`src/rtl/prog_seq_pkg.sv`:
```
// Shared types and constants for the program sequencer.
// Holds the FSM state enum, PC defaults and prog_id encoding.
package prog_seq_pkg;

    typedef enum logic [1:0] {
        S_IDLE,
        S_LOAD,
        S_RUN,
        S_DONE
    } state_e;

    localparam int         PCW_DEF       = 10;
    localparam logic [9:0] PC1_START_DEF = 10'd0;
    localparam logic [9:0] PC2_START_DEF = 10'd100;
    localparam logic [9:0] PC3_START_DEF = 10'd200;

    localparam logic [1:0] PID_NONE = 2'd0;
    localparam logic [1:0] PID_P1   = 2'd1;
    localparam logic [1:0] PID_P2   = 2'd2;
    localparam logic [1:0] PID_P3   = 2'd3;

    // Round-robin over the three programs; "none" starts at program 1.
    function automatic logic [1:0] next_prog(input logic [1:0] id);
        logic [1:0] nid;
        unique case (id)
            PID_NONE: nid = PID_P1;
            PID_P1:   nid = PID_P2;
            PID_P2:   nid = PID_P3;
            PID_P3:   nid = PID_P1;
        endcase
        return nid;
    endfunction

endpackage

```
`src/rtl/prog_sequencer_start_edge_det.sv`:
```
// Registered rising-edge detector on the start request.
// rise is high while start=1 and the previous sample was 0.
module start_edge_det (
    input  logic clk,
    input  logic rst_n,
    input  logic start,
    output logic rise
);

    logic start_d;
    logic start_q;

    always_comb begin
        start_d = start;
    end

    always_ff @(posedge clk or negedge rst_n) begin
        if (!rst_n) begin
            start_q <= 1'b0;
        end else begin
            start_q <= start_d;
        end
    end

    assign rise = start & ~start_q;

endmodule

```
`src/rtl/prog_sequencer.sv`:
```
// Program sequencer: selects, launches and supervises one of
// three core programs per start request, with a RUN watchdog.
module prog_sequencer
    import prog_seq_pkg::*;
#(
    parameter int             PCW            = PCW_DEF,
    parameter logic [PCW-1:0] PC1_START      = PCW'(PC1_START_DEF),
    parameter logic [PCW-1:0] PC2_START      = PCW'(PC2_START_DEF),
    parameter logic [PCW-1:0] PC3_START      = PCW'(PC3_START_DEF),
    parameter int             TIMEOUT_CYCLES = 4096
) (
    input  logic           CLK,
    input  logic           Reset_n,
    input  logic           start,
    input  logic           halt,
    output logic           run,
    output logic           pc_load,
    output logic [PCW-1:0] pc_init,
    output logic [1:0]     prog_id,
    output logic           done,
    output logic           timeout
);

    localparam logic [15:0] WD_LAST = 16'(TIMEOUT_CYCLES - 1);

    logic [1:0] rst_sync_d;
    logic [1:0] rst_sync_q;
    logic       rst_n;
    logic       start_rise;

    state_e           state_d,   state_q;
    logic             run_d,     run_q;
    logic             pc_load_d, pc_load_q;
    logic [PCW-1:0]   pc_init_d, pc_init_q;
    logic [1:0]       prog_d,    prog_q;
    logic             done_d,    done_q;
    logic             tmo_d,     tmo_q;
    logic [15:0]      wd_d,      wd_q;

    function automatic logic [PCW-1:0] entry_pc(input logic [1:0] id);
        logic [PCW-1:0] pc;
        unique case (id)
            PID_P1:  pc = PC1_START;
            PID_P2:  pc = PC2_START;
            PID_P3:  pc = PC3_START;
            default: pc = '0;
        endcase
        return pc;
    endfunction

    // Assert asynchronously, release two edges after Reset_n rises.
    always_comb begin
        rst_sync_d = {rst_sync_q[0], 1'b1};
    end

    always_ff @(posedge CLK or negedge Reset_n) begin
        if (!Reset_n) begin
            rst_sync_q <= 2'b00;
        end else begin
            rst_sync_q <= rst_sync_d;
        end
    end

    assign rst_n = rst_sync_q[1];

    start_edge_det u_start_edge (
        .clk   (CLK),
        .rst_n (rst_n),
        .start (start),
        .rise  (start_rise)
    );

    always_comb begin
        state_d   = state_q;
        run_d     = run_q;
        pc_load_d = 1'b0;
        pc_init_d = pc_init_q;
        prog_d    = prog_q;
        done_d    = done_q;
        tmo_d     = tmo_q;
        wd_d      = wd_q;
        unique case (state_q)
            S_IDLE, S_DONE: begin
                if (start_rise) begin
                    state_d   = S_LOAD;
                    prog_d    = next_prog(prog_q);
                    pc_load_d = 1'b1;
                    pc_init_d = entry_pc(prog_d);
                    done_d    = 1'b0;
                    tmo_d     = 1'b0;
                    wd_d      = '0;
                end
            end
            S_LOAD: begin
                state_d = S_RUN;
                run_d   = 1'b1;
                wd_d    = '0;
            end
            S_RUN: begin
                wd_d = wd_q + 16'd1;
                // halt takes priority over a coincident expiry
                if (halt) begin
                    state_d = S_DONE;
                    run_d   = 1'b0;
                    done_d  = 1'b1;
                    tmo_d   = 1'b0;
                end else if (wd_q == WD_LAST) begin
                    state_d = S_DONE;
                    run_d   = 1'b0;
                    done_d  = 1'b1;
                    tmo_d   = 1'b1;
                end
            end
        endcase
    end

    always_ff @(posedge CLK or negedge rst_n) begin
        if (!rst_n) begin
            state_q   <= S_IDLE;
            run_q     <= 1'b0;
            pc_load_q <= 1'b0;
            pc_init_q <= '0;
            prog_q    <= PID_NONE;
            done_q    <= 1'b0;
            tmo_q     <= 1'b0;
            wd_q      <= '0;
        end else begin
            state_q   <= state_d;
            run_q     <= run_d;
            pc_load_q <= pc_load_d;
            pc_init_q <= pc_init_d;
            prog_q    <= prog_d;
            done_q    <= done_d;
            tmo_q     <= tmo_d;
            wd_q      <= wd_d;
        end
    end

    assign run     = run_q;
    assign pc_load = pc_load_q;
    assign pc_init = pc_init_q;
    assign prog_id = prog_q;
    assign done    = done_q;
    assign timeout = tmo_q;

endmodule
```
`config.mk`:
```
export PLATFORM = sky130hd
export DESIGN_NAME = prog_sequencer
export DESIGN_NICKNAME = d
export VERILOG_FILES = /design/src/rtl/prog_seq_pkg.sv /design/src/rtl/prog_sequencer_start_edge_det.sv /design/src/rtl/prog_sequencer.sv
export SDC_FILE = /design/constraint.sdc
export NUM_CORES = 1
export LEC_CHECK = 0
export ABC_AREA = 1
export BUFFER_PORTS_ARGS = -buffer_cell sky130_fd_sc_hd__buf_4
export CAP_MARGIN = 15
export CORE_ASPECT_RATIO = 0.5
export CORE_MARGIN = 4
export CORE_UTILIZATION = 55
export DETAILED_ROUTE_END_ITERATION = 6
export MAX_ROUTING_LAYER = met4
export PLACE_DENSITY = 0.76
export SLEW_MARGIN = 0
export SYNTH_ARGS = -nofsm -noshare
export SYNTH_HDL_FRONTEND = slang
export SYNTH_SLANG_ARGS = --single-unit
export TNS_END_PERCENT = 1
```
`constraint.sdc`:
```
create_clock -name CLK -period 1.4 [get_ports CLK]
set_input_delay 0.07 -clock CLK [delete_from_list [all_inputs] [get_ports CLK]]
set_output_delay 0.07 -clock CLK [all_outputs]
set_load 0.01 [all_outputs]
```
==> out/metrics.cfg <==
[drt]
first_pass_iters = 4
drt-met1-wl_mm = 1.48
drt-wirelength-per-cell_um = 12.3
top_layer_used = met4
via_per_inst = 5.07
ant_nets = 0
routed_wl_mm = 3.27
drc = 0
met3_wirelength_um = 184
wl_met2_mm = 1.57
vias = 1348
dr.first_iter.drc_count = 120

[clock_tree]
cts_buffers = 5
ctsLongestPathBuffers = 2
clock_sinks = 29
cts-root-buf = clkbuf_8
htree_levels = 2
cts_tree = done
clk_latency_ns = 0.28
clkTransAtPathRegs_ns = 0.06

[synth]
syn-cell-area_um2 = 1550
syn_avg_cell_area_um2 = 7.89
ys_types = 23
ys_ff_latch = 29
yosysWarnings = 0
synth_area_leaders = dfrtp_1 (47%), nand2_1 (14%), nor2_1 (6.1%)
synthCells = 196
synth_top_cell_area_share = 0.469
synth.yosys.seq_area_share = 0.469
yosysTopAreaCell = dfrtp_1

[sta]
min_period_over_period = 1.02
skew_ns = 0.00288
drv_slew = 0
worst_slack_ns = -0.0278
setup_viol = 1
post-route-min-period_ns = 1.43
max_freq_mhz = 700
hold_viol_final = 0
rsz0062_at_grt = true

[finish]
final_common_cell = nand2_1
drive_gt1_frac = 0.223
syn_to_final_growth_pct = 22.7
mostFrequentLayoutCells = nand2_1 (55), dfrtp_1 (28), buf_4 (27)
fill_cells = 198
fin_area_um2 = 1900
num_antenna_cells = 0
nets = 238

[place]
dp_hpwl_mm = 2.24
gp_congestion = 0.853
place_area_um2 = 1730
post-place-ws_ns = -0.0457
portBuffers = 14

[die]
initial_core_util = 0.587
io_pins = 20
die_h_um = 45.5
die-area_um2 = 3780
rows = 13
die_width_um = 83.0
coreArea_um2 = 2640

[global_route]
globalRouteTotalUtil = 0.194
grt_overflow_total = 0
grt_pass1_vias = 1218
antenna_found_initial = 0
grt_max_degree = 28
grt_pass1_wl_mm = 5.35

[setup_path]
reg2reg_from = wd_q[0]
criticalPathCategory = reg2reg
crit_required_ns = 1.56
critPathArrivalTime_ns = 1.59
cp-start-kind = register
r2r_end = wd_q[8]
cp_max_fo = 4
worstSetupEndpointType = register
reg2reg_setup_slack_ns = -0.03
r2r.worst_path.cells = 8

[run_status]
status = finished, violations left
violations = negative setup slack

[pwr]
vdd_drop_max_mv = 1.28
power_density_nw_per_um2 = 1840
power_leakage_uw = 0.000950

[hold_path]
min_path_cells = 4
min_to = timeout
min_from = halt
min_path_type = in2reg

[run]
max-cap-violations = 0

-- sequential cells by signal, summed over array words and instances, names as in the netlist --
signal / count
wd_q: 16
pc_init: 2
prog_id: 2
rst_sync_q: 2
state_q: 2
done: 1
pc_load: 1
run: 1
timeout: 1
u_start_edge.start_q: 1
-- power by group --
part	switching [uW]	total, uW	internal, uW
clock	303	655	352
combinational	957	1690	734
sequential	131	1140	1010
total	1390	3490	2100
-- metrics by stage --
stage | hold slack, ns | utilization | TNS, ns | power (uW) | cells
final | 0.0780 | 0.720 | -0.0278 | 3490 | 266
after global routing | 0.105 | 0.720 | -0.295 | 3760 | 266
after CTS | 0.0701 | 0.705 | 0 | 3440 | 263
after detailed placement | -0.147 | 0.658 | -0.0965 | 2670 | 252
after global placement | -0.148 | 0.658 | 0 | 2620 | 252
after floorplan | -0.226 | - | 0 | 2100 | 200
-- synth_stat cells --
cell	n
o21ai_1	1
nand2_1	56
o21bai_1	1
buf_4	8
o22ai_1	1
nor3_1	1
nor3b_1	1
nand3_1	11
nand2_2	2
nor2_4	2
nor2_1	25
nand3_4	1
ha_1	6
xor2_1	1
nand4_1	6
conb_1	2
nor2_2	2
dfrtp_1	29
nand2_4	1
o21ai_0	6
buf_2	1
a21oi_1	8
inv_1	24
-- worst max path at each step --
stage	from	to	slack, ns	depth (start not counted)
6_report	wd_q[0]	wd_q[8]	-0.03	8
5_1_grt	wd_q[0]	wd_q[8]	-0.09	8
4_1_cts	wd_q[0]	state_q[0]	0.01	10
3_5_place_dp	state_q[0]	wd_q[12]	-0.05	8
3_3_place_gp	state_q[0]	wd_q[12]	0.01	8
2_1_floorplan	state_q[0]	wd_q[12]	0.009	8
-- logic make-up after synthesis --
kind of cell / after synthesis / share of synthesized area
DFF: 29 / 0.469
AOI/OAI and AO/OA: 17 / 0.0574
adders and majority gates: 6 / 0.0485
and+or+nand+nor: 108 / 0.314
xor gates and xnor gates: 1 / 0.00566
buffers and inverters: 33 / 0.100
other: 2 / 0.00486
-- timing repair --
item / 4_1_cts / 5_1_grt
gates resized for setup: 2 / 9
setup endpoints to repair: 5 / 16
hold buffers: 2 / 0
setup buffers: 0 / 3
endpoints found under the hold margin: 3 / 0
cloned: 1 / 0
pin swaps: 1 / 2
-- routing by layer --
| metal | vias up | track usage |
|---|---|---|
| met4 | 0 | 0.0586 |
| met3 | 7 | 0.0776 |
| li1 | 669 | - |
| met2 | 36 | 0.338 |
| met5 | - | - |
| met1 | 636 | 0.213 |
-- layout make-up --
| cell class | count | area [um2] | area share |
|---|---|---|---|
| tap | 37 | 46.3 | 0.0244 |
| multi-input combinational | 139 | 732 | 0.386 |
| inverter | 24 | 90.1 | 0.0475 |
| sequential | 29 | 727 | 0.383 |
| clock buffer | 8 | 80.1 | 0.0422 |
| timing repair buffer | 29 | 223 | 0.117 |
-- critical path: stages, from the launching register on --
cell and delay, ns:
dfrtp_1 0.38, ha_1 0.21, nand2_1 0.08, inv_2 0.04, buf_4 0.13, nand3_4 0.11
nor2_4 0.06, o21ai_0 0.21, nor2_1 0.08
Power figures use the tool's default switching activity.
